$ cat src/rtl/sram_arbiter.sv
// Two-port arbiter/sequencer sharing one sram_controller between a CPU port (A)
// and a DMA port (B), with a timeout guard against a hung controller.
module sram_arbiter #(
  parameter int unsigned ARB_MODE       = 1,
  parameter int unsigned TIMEOUT_CYCLES = 255
) (
  input  logic        clk,
  input  logic        rst,
  input  logic        pa_req,
  input  logic        pa_we,
  input  logic [16:0] pa_addr,
  input  logic [15:0] pa_wdata,
  output logic [15:0] pa_rdata,
  output logic        pa_ack,
  output logic        pa_err,
  input  logic        pb_req,
  input  logic        pb_we,
  input  logic [16:0] pb_addr,
  input  logic [15:0] pb_wdata,
  output logic [15:0] pb_rdata,
  output logic        pb_ack,
  output logic        pb_err,
  output logic        ctl_read_req,
  output logic        ctl_write_req,
  output logic [16:0] ctl_addr,
  output logic [15:0] ctl_wdata,
  input  logic [15:0] ctl_rdata,
  input  logic        ctl_ready,
  output logic        busy,
  output logic        grant_b
);

  localparam int unsigned CNT_W = $clog2(TIMEOUT_CYCLES + 1);

  typedef enum logic [1:0] {S_IDLE, S_ISSUE, S_WAIT, S_DONE} state_e;

  state_e             state_q;
  logic               last_b_q;
  logic               we_q;
  logic               grant_b_q;
  logic               busy_q;
  logic               rd_req_q;
  logic               wr_req_q;
  logic [16:0]        addr_q;
  logic [15:0]        wdata_q;
  logic [15:0]        pa_rdata_q;
  logic [15:0]        pb_rdata_q;
  logic               pa_ack_q;
  logic               pb_ack_q;
  logic               pa_err_q;
  logic               pb_err_q;
  logic [CNT_W-1:0]   cnt_q;

  logic               pick_b;
  logic               win_we;
  logic [16:0]        win_addr;
  logic [15:0]        win_wdata;

  // On a tie, round-robin favours the port that did not own the last transaction.
  always_comb begin
    pick_b = pb_req;
    if (pa_req && pb_req) begin
      pick_b = (ARB_MODE != 0) && !last_b_q;
    end
    win_we    = pick_b ? pb_we    : pa_we;
    win_addr  = pick_b ? pb_addr  : pa_addr;
    win_wdata = pick_b ? pb_wdata : pa_wdata;
  end

  always_ff @(posedge clk or posedge rst) begin
    if (rst) begin
      state_q    <= S_IDLE;
      last_b_q   <= 1'b1;
      we_q       <= 1'b0;
      grant_b_q  <= 1'b0;
      busy_q     <= 1'b0;
      rd_req_q   <= 1'b0;
      wr_req_q   <= 1'b0;
      addr_q     <= '0;
      wdata_q    <= '0;
      pa_rdata_q <= '0;
      pb_rdata_q <= '0;
      pa_ack_q   <= 1'b0;
      pb_ack_q   <= 1'b0;
      pa_err_q   <= 1'b0;
      pb_err_q   <= 1'b0;
      cnt_q      <= '0;
    end else begin
      case (state_q)
        S_IDLE: begin
          if (pa_req || pb_req) begin
            grant_b_q <= pick_b;
            we_q      <= win_we;
            addr_q    <= win_addr;
            wdata_q   <= win_wdata;
            rd_req_q  <= !win_we;
            wr_req_q  <= win_we;
            busy_q    <= 1'b1;
            state_q   <= S_ISSUE;
          end
        end
        S_ISSUE: begin
          rd_req_q <= 1'b0;
          wr_req_q <= 1'b0;
          cnt_q    <= '0;
          state_q  <= S_WAIT;
        end
        S_WAIT: begin
          // ctl_ready is checked first so a completion on the limit cycle is not an error.
          if (ctl_ready) begin
            if (!we_q) begin
              if (grant_b_q) pb_rdata_q <= ctl_rdata;
              else           pa_rdata_q <= ctl_rdata;
            end
            pa_ack_q <= !grant_b_q;
            pb_ack_q <= grant_b_q;
            state_q  <= S_DONE;
          end else if (cnt_q == CNT_W'(TIMEOUT_CYCLES - 1)) begin
            if (grant_b_q) pb_rdata_q <= '1;
            else           pa_rdata_q <= '1;
            pa_ack_q <= !grant_b_q;
            pb_ack_q <= grant_b_q;
            pa_err_q <= !grant_b_q;
            pb_err_q <= grant_b_q;
            state_q  <= S_DONE;
          end else begin
            cnt_q <= cnt_q + CNT_W'(1);
          end
        end
        S_DONE: begin
          pa_ack_q <= 1'b0;
          pb_ack_q <= 1'b0;
          pa_err_q <= 1'b0;
          pb_err_q <= 1'b0;
          last_b_q <= grant_b_q;
          busy_q   <= 1'b0;
          state_q  <= S_IDLE;
        end
        default: state_q <= S_IDLE;
      endcase
    end
  end

  assign pa_rdata      = pa_rdata_q;
  assign pa_ack        = pa_ack_q;
  assign pa_err        = pa_err_q;
  assign pb_rdata      = pb_rdata_q;
  assign pb_ack        = pb_ack_q;
  assign pb_err        = pb_err_q;
  assign ctl_read_req  = rd_req_q;
  assign ctl_write_req = wr_req_q;
  assign ctl_addr      = addr_q;
  assign ctl_wdata     = wdata_q;
  assign busy          = busy_q;
  assign grant_b       = grant_b_q;

endmodule

$ cat config.mk
export PLATFORM = sky130hd
export DESIGN_NAME = sram_arbiter
export DESIGN_NICKNAME = d
export VERILOG_FILES = /design/src/rtl/sram_arbiter.sv
export SDC_FILE = /design/constraint.sdc
export NUM_CORES = 1
export LEC_CHECK = 0
export ABC_AREA = 1
export CORE_UTILIZATION = 44
export CTS_CLUSTER_SIZE = 16
export DETAILED_ROUTE_END_ITERATION = 10
export GPL_TIMING_DRIVEN = 0
export HOLD_SLACK_MARGIN = 0.15
export PLACE_DENSITY = 0.79
export SKIP_LAST_GASP = 1
export SLEW_MARGIN = 20
export SYNTH_ARGS = -nofsm -noshare
export SYNTH_HDL_FRONTEND = slang
export SYNTH_SLANG_ARGS = --single-unit
$ cat constraint.sdc
create_clock -name clk -period 3.8 [get_ports clk]
set_input_delay 0.76 -clock clk [delete_from_list [all_inputs] [get_ports clk]]
set_output_delay 0.76 -clock clk [all_outputs]
set_load 0.01 [all_outputs]
Word-level counts from Yosys, hierarchy flattened:

Cells that the tools add are included.

* register bits after elaboration: 85
* latch bits: 0
* bits in writable memories: 0
* bits in read-only memories: 0
* bits of input ports: 89
* output and inout bits: 73
* logic and storage cells: 85
* memories: 0

* $add $sub $neg: 1
* multiply operators: 0
* divide/modulo/power cells: 0
* order comparisons: 0
* equality and inequality tests: 10
* shift-type cells: 0
* muxes and demuxes: 37
* bitwise gates (word level): 1
* reductions and logical operators: 20

Operators with widths (count)
* 16-bit 2-to-1 mux: 11
* 17-bit 2-to-1 mux: 1
* 8-bit 2-to-1 mux: 2
* 8-bit case mux with 2 select lines: 1
* 1-bit case mux with 2 select lines: 7
* 1-bit 2-to-1 mux: 11
* 2-bit != test (second input constant): 5
* 2-bit AND reduction: 5
* 2-bit nonzero test: 5
* 8-bit by 1-bit adder with 8-bit output (second input constant): 1
* 8-bit equality test (second input constant): 1
* 2-bit case mux with 4 select lines: 1
* 4-bit AND reduction: 2
* 2-bit 2-to-1 mux: 3
* 3-bit AND reduction: 2
* 2-bit equality test (second input constant): 2
* 1-bit zero test: 3
* 3-bit != test (second input constant): 1
* 2-bit by 1-bit equality test with 1-bit output (second input constant): 1
* 2-bit zero test: 1
* 1-bit logical AND: 1
* 1-bit logical OR: 1
* 1-bit NOT: 1

Depth between registers and ports, before layout:

Gate-level depths: netlist of run 1.

* depth after elaboration: 6
* depth in mapped cells: 10
* mapped depth without buffers: 9

Least setup slack after synthesis of run 1:

Ideal clock, no wire load.

* kind: input port to flip-flop
* start point: in ctl_ready
* end point: reg pa_rdata_q[10] (netlist: pa_rdata[10])
* setup time: 66 ps
* arrival time: 1537 ps
* required time: 3734 ps
* path slack: 2196 ps
* stages on the path: 4
* buffers on the path: 1
* path through: a21oi_2 > clkbuf_1 > nand4_1 > nand2_1

* longest elaborated chain between the ends: 2
* elaborated cells between the ends (all ways): 4
* those cells by class: eq/ne (1); mux (1); reduce/logical (2)

RTL lines
* from (decl): line 28 `input logic ctl_ready,`
* 2-bit != test (no source line) / 2-bit nonzero test (equally long branches)
* 4-bit AND reduction (no source line)
* to (signal assigned): line 113 `else pa_rdata_q <= ctl_rdata;`
* to (decl): line 46 `logic [15:0] pa_rdata_q;`

Parallel ways exist; a longest one is shown, timed or not.
A chain may end at the register's enable or synchronous reset.

Worst setup path after layout of run 1:

* start point: reg grant_b_q (netlist: grant_b)
* end point: out grant_b

RTL lines
* from (decl): line 40 `logic grant_b_q;`
* from (signal assigned): line 92 `grant_b_q <= pick_b;`
* to (decl): line 30 `output logic grant_b`

No word-level cell between the ends.

==> metrics.yaml, run 1 <==
vias: 3944
gp_congestion: 0.824
irDropWorstVdd_v: 0.000404
arrival_ps: 1370
die_h_um: 98.1
critPathCaptureType: "output pin"
drtPass1Iterations: 8
place_ws_ps: 1370
hold_buffers: 0
yosys.area.top_type_share_pct: 51.8
dpl-instance-area_um2: 5840
grt_pass1_wl_um: 19500
hold_violations: 0
yosys.area.top_type: "dfrtp_1"
cts_setup_buffers: 0
die_area_um2: 9620
insertion_delay_ps: 350
syn2layout_area_growth_pct: 48.6
violations: "design-rule violations"
post_cts_resized: 0
drv_slew: 0
synth_edf_count: 0
max_freq_mhz: 469
synth-seq-cells: 85
period_share_pct: 56.1
crit_buf_inv: 1
rsz0062_at_grt: "false"
startpoint: "grant_b"
max_slew_margin_pct: 65.1
ys_seq_area_share_pct: 52.4
worst-path-max-fanout: 5
syn_nets: 577
worstHoldStart: "pa_rdata[8]"
cts_tree: "yes"
cp_top_family: "buffers and inverters"
die_w_um: 98.1
grt_pass1_vias: 4089
htree_levels: 3
nNetsFinal: 750
yosysWarnings: 0
reg2reg_from: "state_q[0]"
synth.distinct_cells: 29
async_flop_share_pct: 100
max_cap_viol_count: 0
drive_gt1_share_pct: 8.80
viasPerCell: 5.14
powerDensity_nw_per_um2: 711
design.core.area_um2: 8850
critPathRequiredTime_ps: 3040
crit_path_start_kind: "register"
grt_max_degree: 58
hold-worst-slack_ps: 475
avgSynthCellArea_um2: 8.44
setup_ws_ps: 1670
hpwl_um: 8700
drt_iter0_markers: 193
finalCriticalPeriod_ps: 2130
clock-sinks: 85
yosysMostFrequentCell: "nand2_1"
synth_area_leaders: "dfrtp_1, nand2_1, o21ai_0"
status: "complete, but fails checks"
clk_path_buf_depth: 2
crit_type: "reg2out"
worst_pin_slew_ps: 523
fin_area_um2: 6040
cpMaxStageDelayCell: "clkdlybuf4s50_1"
finalSetupViolations: 0
floorplan.initialDensity_pct: 45.9
setup_tns_ps: 0
max_stage_delay_ps: 570
io_buffers: 161
syn_area_um2: 4060
cts_buffers: 9
netlist_top_cells_count: "nand2_1, dfrtp_1, o21ai_0"
io_pins: 162
hold_class: "reg2reg"
drt_wl_total_um: 11500
grt_overflow: 0
syn_inst: 481
drc: 10
synth_flop_cell: "dfrtp_1"
wl_per_cell_um: 15.0
postRouteAntennaNets: 0
p_leak_uw: 0.00274
path_cells: "clkdlybuf4s50_1"
clkTransAtPathRegs_ps: 90
antenna_found_initial: 0
root_buffer: "clkbuf_8"
rows: 34
fin_skew_ps: 14.7
track_usage_pct: 25.4
diodes: 0
final timing paths:
check | end | slack (ps) | cells after the start
max in group asynchronous | last_b_q | 2380 | 3
max reg2reg | cnt_q[2] | 1950 | 8
max | grant_b | 1670 | 1
min | pa_rdata[8] | 470 | 2
min reg2reg | pa_rdata[8] | 470 | 2
min in group asynchronous | ctl_addr[4] | 750 | 2
final cells by class:
class	count	area, um^2
plain buffers	25	131
clock buffers	9	124
clock inverters	7	73.8
fillers	742	2810
inverters	24	92.6
multi-input cells	347	1710
flip-flops and latches	85	2130
well taps	108	135
repair buffers	162	1640
cells in the final DEF, fill, tap and decap left out, types with 2 or more instances in the layout:
cell type,count
or2_2,16
xor2_1,2
clkdlybuf4s50_1,161
a21oi_1,2
clkbuf_1,12
nand4_1,33
o211ai_1,2
buf_4,4
inv_2,2
nand2_2,2
nand3_1,23
clkinv_2,2
buf_2,6
o21ai_0,69
nand3_4,2
inv_1,20
buf_6,2
clkbuf_8,9
o21ai_1,11
ha_1,7
clkinv_4,2
dfrtp_1,84
nand2_1,130
nor2_1,42
report_power, final:
group,internal [uW],switching [uW]
clock network,306,341
registers,1310,245
logic,1030,1060
logic make-up (layout without fill, tap and decap cells):
group                      after synthesis  after routing  synth area share [%]
and+or+nand+nor                        252            252                  28.7
AOI/OAI and AO/OA                       85             85                  10.7
DFF                                     85             85                  52.4
buffers and inverters                   49            227                  5.45
adders and majority gates                7              7                  2.16
xor gates and xnor gates                 3              3                 0.647
layer usage:
| metal | up-vias | wire (um) | track usage [%] |
|---|---|---|---|
| met3 | 21 | 1020 | 7.16 |
| met2 | 166 | 5570 | 42.8 |
| li1 | 1940 | - | - |
| met5 | - | 0 | 0 |
| met1 | 1817 | 4610 | 30.9 |
| met4 | 0 | 276 | 9.56 |
registers in the layout, indices dropped and copies added (netlist names), 2 cells and up:
signal / flops
pb_rdata: 16
ctl_wdata: 16
pa_rdata: 16
state_q: 2
ctl_addr: 17
cnt_q: 8
metrics by stage:
step,std cells,util (%),total power (uW)
after global routing,767,68.2,4630
after CTS,767,68.2,4330
final,767,68.2,4290
after detailed placement,751,66.0,3670
after floorplan,481,-,2540
after global placement,750,65.6,3600
Power figures use the tool's default switching activity.
==> run 2: changes to the inputs <==
--- a/config.mk
+++ b/config.mk
@@ -6,12 +6,12 @@
 export NUM_CORES = 1
 export LEC_CHECK = 0
 export ABC_AREA = 1
-export CORE_UTILIZATION = 44
+export CORE_UTILIZATION = 39
 export CTS_CLUSTER_SIZE = 16
 export DETAILED_ROUTE_END_ITERATION = 10
 export GPL_TIMING_DRIVEN = 0
 export HOLD_SLACK_MARGIN = 0.15
-export PLACE_DENSITY = 0.79
+export PLACE_DENSITY = 0.74
 export SKIP_LAST_GASP = 1
 export SLEW_MARGIN = 20
 export SYNTH_ARGS = -nofsm -noshare
==> constraint.sdc (replaced) <==
create_clock -name clk -period 1.88 [get_ports clk]
set_input_delay 0.376 -clock clk [delete_from_list [all_inputs] [get_ports clk]]
set_output_delay 0.376 -clock clk [all_outputs]
set_load 0.01 [all_outputs]
==> run 2 against run 1 <==
Worst setup slack got worse by 1600 ps. Via count is 1.6% higher. The flow now finishes without violations. Clock skew down 6.6 ps. Cell count rose by 3.7%. Hold slack got worse by 1.8 ps. Sequential share of layout area down 0.65 points. Highest routed layer unchanged. Non-clock buffer count grew 3. First-iteration DRC count shrank 11%. Critical path depth is 8 higher. Utilization down 6.4 points.
==> metrics.yaml, run 2 (synthesized netlist as in run 1, its figures left out) <==
reg2reg_setup_slack_ps: 80
final_util_pct: 61.8
m1WireLength_um: 4790
io_pins: 162
clk_path_buf_depth: 2
irDropWorstVdd_v: 0.000693
rows: 36
critPathCaptureType: "register"
drive_gt1_share_pct: 9.82
root_buffer: "clkbuf_8"
route.top_layer_used: "met4"
setup_tns_ps: 0
insertion_delay_ps: 350
crit_path_start_kind: "register"
finalCriticalPeriod_ps: 1800
gp_congestion: 0.789
cts_tree: "yes"
max_slew_margin_pct: 53.8
grt_max_degree: 35
antenna_found_initial: 0
worst_pin_slew_ps: 691
largest_reg_flops: 17
diodes: 0
htree_levels: 3
worst-path-max-fanout: 10
r2r.worst_path.cells: 9
io_buffers: 161
design.core.area_um2: 9950
clock-sinks: 85
grt_overflow: 0
status: "finished, final reports clean"
nNetsFinal: 753
period_share_pct: 95.6
drc: 0
die_h_um: 104
hold_class: "in2async"
hold-worst-slack_ps: 473
syn2layout_area_growth_pct: 51.4
drtPass1Iterations: 4
stdcell_count: 795
die_w_um: 104
max_freq_mhz: 557
dr_wl_met2_um: 5210
powerDensity_nw_per_um2: 1440
arrival_ps: 2020
drv_slew: 0
rsz0062_at_grt: "true"
cts_buffers: 9
finalSetupViolations: 0
wl_per_cell_um: 14.1
fin_skew_ps: 8.06
die_area_um2: 10800
layout_commonest_cell: "clkdlybuf4s50_1"
track_usage_pct: 21.2
p_leak_uw: 0.00277
grt_pass1_vias: 3835
max_cap_viol_count: 0
drt_iter0_markers: 171
dpl.cell_count: 777
hold_violations: 0
critPathRequiredTime_ps: 2100
drt_wl_total_um: 11200
viasPerCell: 5.04
clkTransAtPathRegs_ps: 90
floorplan.initialDensity_pct: 40.8
grt_pass1_wl_um: 18800
met3_wirelength_um: 1050
postRouteAntennaNets: 0
vias: 4006
hold_buffers: 0
hpwl_um: 8540
crit_type: "reg2reg"
final_cell_mix: "clkdlybuf4s50_1, nand2_1, dfrtp_1"
run 2: final timing paths:
check / start / endpoint
worst max register to register: state_q[0] / ctl_wdata[3]
max in group asynchronous: rst / pa_rdata[13]
worst min-delay path: rst / ctl_addr[7]
worst min register to register: pb_rdata[9] / pb_rdata[9]
worst max-delay path: state_q[0] / ctl_wdata[3]
min in group clk: pb_rdata[9] / pb_rdata[9]
run 2: layout make-up:
cell class	instances	area (um^2)
Buffer	25	141
Clock buffer	9	124
Clock inverter	7	100
Fill cell	885	3800
Inverter	24	93.8
Multi-Input combinational cell	347	1720
Sequential cell	85	2130
Tap cell	133	166
Timing Repair Buffer	165	1670
run 2: repair_timing:
item | CTS | global route
gates resized for setup | 0 | 13
setup buffers | 0 | 2
setup endpoints to repair | 0 | 49
run 2: routing by layer:
layer	vias up	GRT usage (%)
li1	1945	-
met2	171	34.6
met5	-	0
met3	13	6.27
met4	0	6.33
met1	1877	27.1
run 2: critical path, cell delays in order, from the launching register on:
cell     delay, ps
dfrtp_1        430
inv_1          130
ha_2           240
inv_1           50
a21oi_1        170
buf_4          200
inv_2           90
buf_2          200
nand2_1         70
o21ai_0         90
run 2: through the flow:
stage,instance area [um^2],power (uW),worst slack (ps)
2_1_floorplan,4070,5140,320
3_3_place_gp,5840,7260,-408
3_5_place_dp,5890,7400,-154
4_1_cts,6110,8850,2.02
5_1_grt,6150,9480,-50.5
6_report,6150,8880,83.2
run 2: power by group:
group,switching [uW],total (uW),internal [uW]
Sequential,501,3160,2660
Clock,683,1440,755
Combinational,2140,4280,2140
